--- src/rtl/mult_pkg.sv ---
// Shared definitions for the shift-add multiplier: default operand width and
// the datapath operation decode used by the datapath (and its sequencer).
package mult_pkg;

    localparam int N_DEFAULT = 4;

    typedef enum logic [1:0] {
        OP_HOLD,
        OP_LOAD,
        OP_ADD_SHIFT,
        OP_SHIFT
    } dp_op_e;

    // load beats add_shift beats shift; nothing asserted means hold.
    function automatic dp_op_e decode_op(input logic load,
                                         input logic add_shift,
                                         input logic shift);
        if (load)
            return OP_LOAD;
        else if (add_shift)
            return OP_ADD_SHIFT;
        else if (shift)
            return OP_SHIFT;
        else
            return OP_HOLD;
    endfunction

endpackage

--- src/rtl/result_buffer.sv ---
// One-entry output buffer with valid/ready handshake; drops a new product and
// raises a sticky overflow flag when the held product has not been consumed.
module result_buffer #(
    parameter int width = 8
) (
    input  logic             clock,
    input  logic             n_reset,
    input  logic             capture,
    input  logic [width-1:0] data,
    input  logic             result_ready,
    output logic [width-1:0] result,
    output logic             result_valid,
    output logic             overflow
);

    logic can_accept;

    // A slot frees up either when empty or when the consumer takes it this cycle.
    assign can_accept = !result_valid || result_ready;

    always_ff @(posedge clock) begin
        if (!n_reset) begin
            result       <= '0;
            result_valid <= 1'b0;
            overflow     <= 1'b0;
        end else if (capture) begin
            if (can_accept) begin
                result       <= data;
                result_valid <= 1'b1;
            end else begin
                overflow <= 1'b1;
            end
        end else if (result_valid && result_ready) begin
            result_valid <= 1'b0;
        end
    end

endmodule

--- src/rtl/multiplier_datapath.sv ---
// Shift-add multiplier datapath: C/A/Q/M working registers driven by an external
// sequencer, with a one-entry result buffer fed on each rising edge of done.
module multiplier_datapath
    import mult_pkg::*;
#(
    parameter int n = N_DEFAULT
) (
    input  logic           clock,
    input  logic           n_reset,
    input  logic           load,
    input  logic           add_shift,
    input  logic           shift,
    input  logic           done,
    input  logic [n-1:0]   multiplicand,
    input  logic [n-1:0]   multiplier,
    output logic           Q0,
    output logic [2*n-1:0] result,
    output logic           result_valid,
    input  logic           result_ready,
    output logic           overflow
);

    dp_op_e       op;
    logic [n:0]   sum;
    logic         c_reg;
    logic [n-1:0] a_reg;
    logic [n-1:0] q_reg;
    logic [n-1:0] m_reg;
    logic         done_d;
    logic         capture;

    always_comb begin
        op  = decode_op(load, add_shift, shift);
        sum = {1'b0, a_reg} + {1'b0, m_reg};
    end

    // C is always 0 outside an add, so the shift path zero-fills through it.
    always_ff @(posedge clock) begin
        if (!n_reset) begin
            c_reg  <= 1'b0;
            a_reg  <= '0;
            q_reg  <= '0;
            m_reg  <= '0;
            done_d <= 1'b0;
        end else begin
            done_d <= done;
            case (op)
                OP_LOAD: begin
                    c_reg <= 1'b0;
                    a_reg <= '0;
                    q_reg <= multiplier;
                    m_reg <= multiplicand;
                end
                OP_ADD_SHIFT: {c_reg, a_reg, q_reg} <= {1'b0, sum, q_reg[n-1:1]};
                OP_SHIFT:     {c_reg, a_reg, q_reg} <= {1'b0, c_reg, a_reg, q_reg[n-1:1]};
                default: ;
            endcase
        end
    end

    assign Q0      = q_reg[0];
    assign capture = done && !done_d;

    // The buffer samples {A,Q} as it stands this cycle, ahead of any concurrent load.
    result_buffer #(
        .width(2 * n)
    ) u_result_buffer (
        .clock       (clock),
        .n_reset     (n_reset),
        .capture     (capture),
        .data        ({a_reg, q_reg}),
        .result_ready(result_ready),
        .result      (result),
        .result_valid(result_valid),
        .overflow    (overflow)
    );

endmodule

--- config.mk ---
export PLATFORM = sky130hd
export DESIGN_NAME = multiplier_datapath
export DESIGN_NICKNAME = d
export VERILOG_FILES = /design/src/rtl/mult_pkg.sv /design/src/rtl/result_buffer.sv /design/src/rtl/multiplier_datapath.sv
export SDC_FILE = /design/constraint.sdc
export NUM_CORES = 1
export LEC_CHECK = 0
export CAP_MARGIN = 30
export CORE_MARGIN = 2
export CORE_UTILIZATION = 40
export CTS_CLUSTER_DIAMETER = 100
export CTS_CLUSTER_SIZE = 12
export DETAILED_ROUTE_END_ITERATION = 6
export PLACE_DENSITY = 0.75
export SLEW_MARGIN = 10
export SYNTH_ARGS = -nofsm -noshare
export SYNTH_HDL_FRONTEND = slang
export SYNTH_SLANG_ARGS = --single-unit
export TNS_END_PERCENT = 100
--- constraint.sdc ---
create_clock -name clock -period 2.8 [get_ports clock]
set_input_delay 0.56 -clock clock [delete_from_list [all_inputs] [get_ports clock]]
set_output_delay 0.56 -clock clock [all_outputs]
set_load 0.05 [all_outputs]
==> results of run 1 <==
-- per-layer routing --
layer / wire [microns] / global-route usage, %
met1: 855 / 15.0
met2: 998 / 24.6
met3: 115 / 2.07
met4: 44 / 7.14
met5: 0 / 0
-- worst register-to-register path, stage by stage (launching register included) --
cell and delay, ns:
dfxtp_1 0.40, ha_1 0.20, inv_1 0.07, fa_1 0.39, nor2b_1 0.11, o21ai_0 0.08
a311oi_1 0.25
-- layout make-up --
type                            instances  area [sq um]  share of cell area (%)
Clock inverter                          1          5.00                   0.359
Timing Repair Buffer                   26           258                    18.5
Sequential cell                        23           460                    33.1
Clock buffer                            3          22.5                    1.62
Multi-Input combinational cell         79           589                    42.3
Tap cell                               31          38.8                    2.79
Inverter                                5          18.8                    1.35
-- cell families (layout without fill, tap and decap cells) --
family                     Yosys count  after routing  synth area share, %
and+or+nand+nor                     32             32                 17.8
buffers and inverters               13             35                 5.52
adders and majority gates            5              5                 6.31
AOI/OAI and AO/OA                   32             32                 19.3
muxes                                9              9                 8.90
DFF                                 23             23                 41.4
xor gates and xnor gates             1              1                0.788
-- through the flow --
step / worst slack (ns) / instance area [sq um] / std cells / power [mW]
floorplan: 1.39 / 1110 / 115 / 0.434
CTS: 0.709 / 1390 / 168 / 0.625
detailed placement: 0.712 / 1370 / 164 / 0.475
finish: 0.721 / 1390 / 168 / 0.618
global route: 0.690 / 1390 / 168 / 0.647
global placement: 0.758 / 1370 / 164 / 0.472
-- power breakdown --
part	internal [mW]	switching, mW	leakage, nW
Clock	0.0535	0.0973	0.0177
Sequential	0.342	0.0108	0.188
Combinational	0.0556	0.0587	0.340
-- cell usage in the layout, fill, tap and decap left out, types with 5 or more instances in the layout --
cell type	netlist	final
nand3_1	10	10
nand2b_1	6	6
a211oi_1	5	5
a21boi_0	8	8
nor2b_1	8	8
o21ai_0	10	10
dfxtp_1	23	23
mux2i_1	5	5
inv_1	5	5
clkdlybuf4s50_1	0	25
-- final timing paths --
check,from,slack (ns),end
max,q_reg[0],0.72,Q0
min,u_result_buffer.result[5],0.48,u_result_buffer.result[5]
max reg2reg,a_reg[0],1.21,a_reg[3]
min reg2reg,u_result_buffer.result[5],0.48,u_result_buffer.result[5]
==> results by group, run 1 <==
Job
  • Max Cap Viol: 0

Worst hold path
  • Hold Path Stages: 2
  • Hold Crit Class: flop to flop

Route
  • Vias per cell: 5.20
  • Wire per inst: between 10 and 15 microns
  • WL final: around 2 mm
  • First-pass detailed-route iteration total: 4
  • Drt initial violations: 15
  • Total number of vias: 873
  • DRT antenna net count: 0
  • DRC viols: 0

Synthesis
  • Syn_nets: between 100 and 150
  • Asr flop ratio synth: 0%
  • Top-count cell post-synth: dfxtp_1
  • Synth unique cells: 28
  • Mapped cell area: between 1000 and 1500 sq um
  • Post-synth EDFFs: 0
  • Post-synth top area cell: dfxtp_1
  • Synthesized area per cell: 9.66 sq um
  • Top cells by area, synth: dfxtp_1 (41%), a21boi_0 (5.4%), ha_1 (4.5%)
  • YS warnings: 0
  • Register area share after synthesis: 41.4%
  • Synth Instances: roughly 120
  • #FFs+latches synth: 23
  • Primary FF master, synth: dfxtp_1
  • Top cell type's share of synthesized area: 41.4%
  • Synth top cells by count: dfxtp_1 (23), nand3_1 (10), o21ai_0 (10)

Worst setup path
  • Critical Setup Path Class: flop to primary output
  • CP Capture Type: primary output
  • Worst setup SP type: flop
  • Worst path bufs/invs: 1
  • Critical Path Slowest Stage Cell: clkdlybuf4s50_1
  • CP Data Required Time: 2.24 ns
  • CP Cell Sequence: clkdlybuf4s50_1
  • WP data arrival: 1.52 ns
  • Reg2Reg Depth: 6
  • Crit-path max cell delay: around 0.82 ns
  • Top delay family on crit path: buffers and inverters
  • Crit path depth: 1
  • Critical Path Fanout Max: 3

Clocking
  • CTS max path bufs: 2
  • Sinks on Clock Net: 23
  • CTS H-Tree Depth: 1
  • PostCTS Resize Cnt: 0
  • Root Driver: clkbuf_4
  • Setup repair bufs after CTS: 0
  • Cts bufs inserted: 3
  • Clk slew on worst S/H paths: 0.12 ns
  • Worst-Skew Late Latency: 0.31 ns
  • Cts hold-fix bufs: 0
  • CTS tree: built

STA
  • Setup TNS: 0 ns
  • Slew @ Worst Pin: 0.584 ns
  • Worst hold margin: around 0.48 ns
  • Setup violations, final: 0
  • Final min period: 2.08 ns
  • Fin crit share: 74.2%
  • Fmax achieved: 481 MHz
  • Skew final: 0.00251 ns
  • Slew Limit Headroom: 61.0%
  • RSZ-0062 raised after global routing: no
  • Slew Limit Fails: 0
  • Final hold vios: 0

Power
  • Pleak: 0.546 nW
  • Worst VDD drop: between 300 and 400 uV
  • Pwr Density: approximately 440 nW/um^2

Final layout
  • Diodes inserted: 0
  • Fin util: 51.8%
  • Biggest register: u_result_buffer.result
  • Number of flip-flops in the largest register: 8
  • # fillers: 247
  • Share of post-route cells with drive strength above 1: 5.84%
  • Nets: 158
  • Layout area overhead: 25.3%

Placement
  • Post-DP HPWL: 1.61 mm
  • RePlAce Congestion: 0.732
  • IO Port Bufs: 25

Die
  • Initial cell density of the core: between 40% and 50%
  • Core box area: 2690 sq um
  • I/O pins: 26
  • Die area: approximately 3200 sq um
  • Die span in y: 56.7 microns
  • Die width: approximately 57 microns
  • Core Rows: 19

Global route
  • GRT overflow: 0
  • Gr usage total: 13.6%
  • Largest net degree at the start of global routing: 20
  • First-pass GRT wire length: 3.41 mm
  • Initial antenna violation count: 0
  • Vias in the first global route: 805

Run status
  • Status: complete, no violations
Note: power is estimated with default switching activity, not from simulation.
==> inputs of run 2 (changes only) <==
Clock period 2.8 ns to 2.1 ns, I/O delays scaled along.
==> run 2 against run 1 <==
Net effect: flip-flop and latch count unchanged; sequential power up 33%; via count increased by 2.2%; combinational power grew 37%; non-clock buffer count increased by 3; die area stayed put; critical path depth is the same; final area is 1.5% higher; clock-buffer cell count is 1 higher; hold slack is essentially flat; register-to-register slack worse by 0.72 ns; worst setup slack worse by 0.55 ns.
==> results by group, run 2 (synthesized netlist as in run 1, its figures left out) <==
Run status
  • Status: complete, no violations (unchanged)

Worst hold path
  • Min-Delay Endpoint: u_result_buffer.result[4] (was u_result_buffer.result[5])
  • Hold Crit Class: flop to flop (unchanged)
  • Hold Path Stages: 2 (unchanged)
  • Hold Crit Start: u_result_buffer.result[4] (was u_result_buffer.result[5])

Route
  • DRC viols: 0 (unchanged)
  • Vias per cell: 5.22 (was 5.20)
  • Wire per inst: 12.2 microns (was 12.0 microns)
  • Drt initial violations: 7 (was 15)
  • WL final: 2.09 mm (was 2.01 mm)
  • First-pass detailed-route iteration total: 4 (unchanged)
  • Total number of vias: 892 (was 873)
  • DRT antenna net count: 0 (unchanged)

Die
  • I/O pins: 26 (unchanged)
  • Core Rows: 19 (unchanged)
  • Die width: 56.7 microns (unchanged)
  • Die span in y: 56.7 microns (unchanged)
  • Initial cell density of the core: 41.4% (unchanged)
  • Die area: 3220 sq um (unchanged)
  • Core box area: 2690 sq um (unchanged)

Clocking
  • Setup repair bufs after CTS: 0 (unchanged)
  • Worst-Skew Late Latency: 0.31 ns (about the same)
  • Cts bufs inserted: 3 (unchanged)
  • CTS tree: built (unchanged)
  • PostCTS Resize Cnt: 0 (unchanged)
  • CTS max path bufs: 2 (unchanged)
  • Root Driver: clkbuf_4 (unchanged)
  • Sinks on Clock Net: 23 (unchanged)
  • CTS H-Tree Depth: 1 (unchanged)
  • Cts hold-fix bufs: 0 (unchanged)
  • Clk slew on worst S/H paths: 0.12 ns (about the same)

Worst setup path
  • Worst path bufs/invs: 1 (unchanged)
  • Crit path launch: q_reg[0] (unchanged)
  • WP data arrival: 1.51 ns (was 1.52 ns)
  • Reg2Reg Launch Point: a_reg[0] (unchanged)
  • CP Capture Type: primary output (unchanged)
  • Critical Setup Path Class: flop to primary output (unchanged)
  • CP Cell Sequence: clkdlybuf4s50_1 (unchanged)
  • Reg2Reg Setup Slack: 0.49 ns (was 1.21 ns)
  • Worst setup SP type: flop (unchanged)
  • Reg2reg end: a_reg[3] (unchanged)
  • Top delay family on crit path: buffers and inverters (unchanged)
  • Reg2Reg Depth: 6 (unchanged)
  • Crit-path max cell delay: 0.82 ns (about the same)
  • CP Data Required Time: 1.68 ns (was 2.24 ns)
  • Critical Path Fanout Max: 3 (unchanged)
  • Critical Path Slowest Stage Cell: clkdlybuf4s50_1 (unchanged)

Final layout
  • Most frequent cells in the layout: clkdlybuf4s50_1 (25), dfxtp_1 (23), nand3_1 (10), o21ai_0 (10) (unchanged)
  • Number of flip-flops in the largest register: 8 (unchanged)
  • Design Area, Final: 1410 sq um (was 1390 sq um)
  • Share of post-route cells with drive strength above 1: 7.14% (was 5.84%)
  • Most common cell after layout, fill and taps aside: clkdlybuf4s50_1 (unchanged)
  • Biggest register: u_result_buffer.result (unchanged)
  • Nets: 161 (was 158)
  • Layout area overhead: 27.3% (was 25.3%)
  • # fillers: 240 (was 247)
  • Diodes inserted: 0 (unchanged)

Global route
  • Initial antenna violation count: 0 (unchanged)
  • First-pass GRT wire length: 3.71 mm (was 3.41 mm)
  • Vias in the first global route: 869 (was 805)
  • Largest net degree at the start of global routing: 20 (unchanged)
  • Gr usage total: 14.3% (was 13.6%)
  • GRT overflow: 0 (unchanged)

STA
  • Setup violations, final: 0 (unchanged)
  • Fmax achieved: around 520 MHz
  • Skew final: 0.00185 ns (was 0.00251 ns)
  • Fin crit share: 92.0%
  • RSZ-0062 raised after global routing: no (unchanged)
  • Slew Limit Headroom: 66.5% (was 61.0%)
  • Slew @ Worst Pin: 0.501 ns (was 0.584 ns)
  • Final hold vios: 0 (unchanged)
  • Setup TNS: 0 ns (unchanged)
  • Final min period: 1.93 ns
  • Slew Limit Fails: 0 (unchanged)

Power
  • Clock power frac: 24.6% (was 24.4%)
  • Fraction of power consumed by sequential logic: 56.6% (was 57.1%)
  • Switching share of power: 26.9% (was 27.0%)
  • Psw: 224 uW (was 167 uW)
  • Comb pwr share: 18.8% (was 18.5%)
  • Power Total: 832 uW (was 618 uW)
  • Pwr Density: 589 nW/um^2 (was 444 nW/um^2)
  • Pint: 608 uW (was 451 uW)
  • Worst VDD drop: 347 uV (was 310 uV)
  • Pleak: 0.558 nW (was 0.546 nW)

Placement
  • IO Port Bufs: 25 (unchanged)
  • Area post-placement: 1390 sq um (was 1370 sq um)
  • Post-DP HPWL: 1.68 mm (was 1.61 mm)
  • RePlAce Congestion: 0.725 (was 0.732)

Job
  • Max Cap Viol: 0 (unchanged)
-- run 2: cell count changes in the layout (fill, tap and decap cells not counted), sizes merged --
cell,previous run,this run
buf,1,4
clkbuf,3,4
clkinv,1,0
-- run 2: stage by stage --
| step | setup slack, ns | util (%) | cells | hold WS (ns) |
|---|---|---|---|---|
| floorplan | 0.687 | - | 115 | 0.459 |
| global placement | 0.288 | 51.7 | 167 | 0.468 |
| detailed placement | 0.240 | 51.7 | 167 | 0.472 |
| CTS | 0.166 | 52.6 | 171 | 0.489 |
| global route | 0.137 | 52.6 | 171 | 0.511 |
| finish | 0.169 | 52.6 | 171 | 0.484 |
-- run 2: final cells by class --
type / count / area [sq um] / area share (%)
timing repair buffer: 29 / 280 / 19.8
sequential: 23 / 460 / 32.6
clock buffer: 4 / 26.3 / 1.86
inverter: 5 / 18.8 / 1.33
tap: 31 / 38.8 / 2.74
multi-input combinational: 79 / 589 / 41.7
-- run 2: worst max path at each step --
| stage | to | slack (ns) | depth (start not counted) |
|---|---|---|---|
| global route | result_valid | 0.14 | 1 |
| CTS | Q0 | 0.17 | 1 |
| finish | Q0 | 0.17 | 1 |
| global placement | q_reg[1] | 0.29 | 4 |
| floorplan | a_reg[3] | 0.69 | 6 |
| detailed placement | q_reg[1] | 0.24 | 4 |
-- run 2: power by group through the flow --
stage	Clock (mW)	Combinational (mW)	Sequential (mW)
3_5_place_dp	0	0.157	0.481
3_3_place_gp	0	0.153	0.480
2_1_floorplan	0	0.0759	0.503
4_1_cts	0.210	0.157	0.471
5_1_grt	0.222	0.170	0.475
6_report	0.205	0.156	0.471
-- run 2: routing by layer --
metal | part of all wire [%] | global-route usage, % | up-vias
met5 | 0 | 0 | -
met4 | 1.2 | 5.10 | 0
met3 | 4.7 | 2.53 | 4
met2 | 50 | 25.7 | 22
met1 | 44 | 16.8 | 408
li1 | - | - | 458
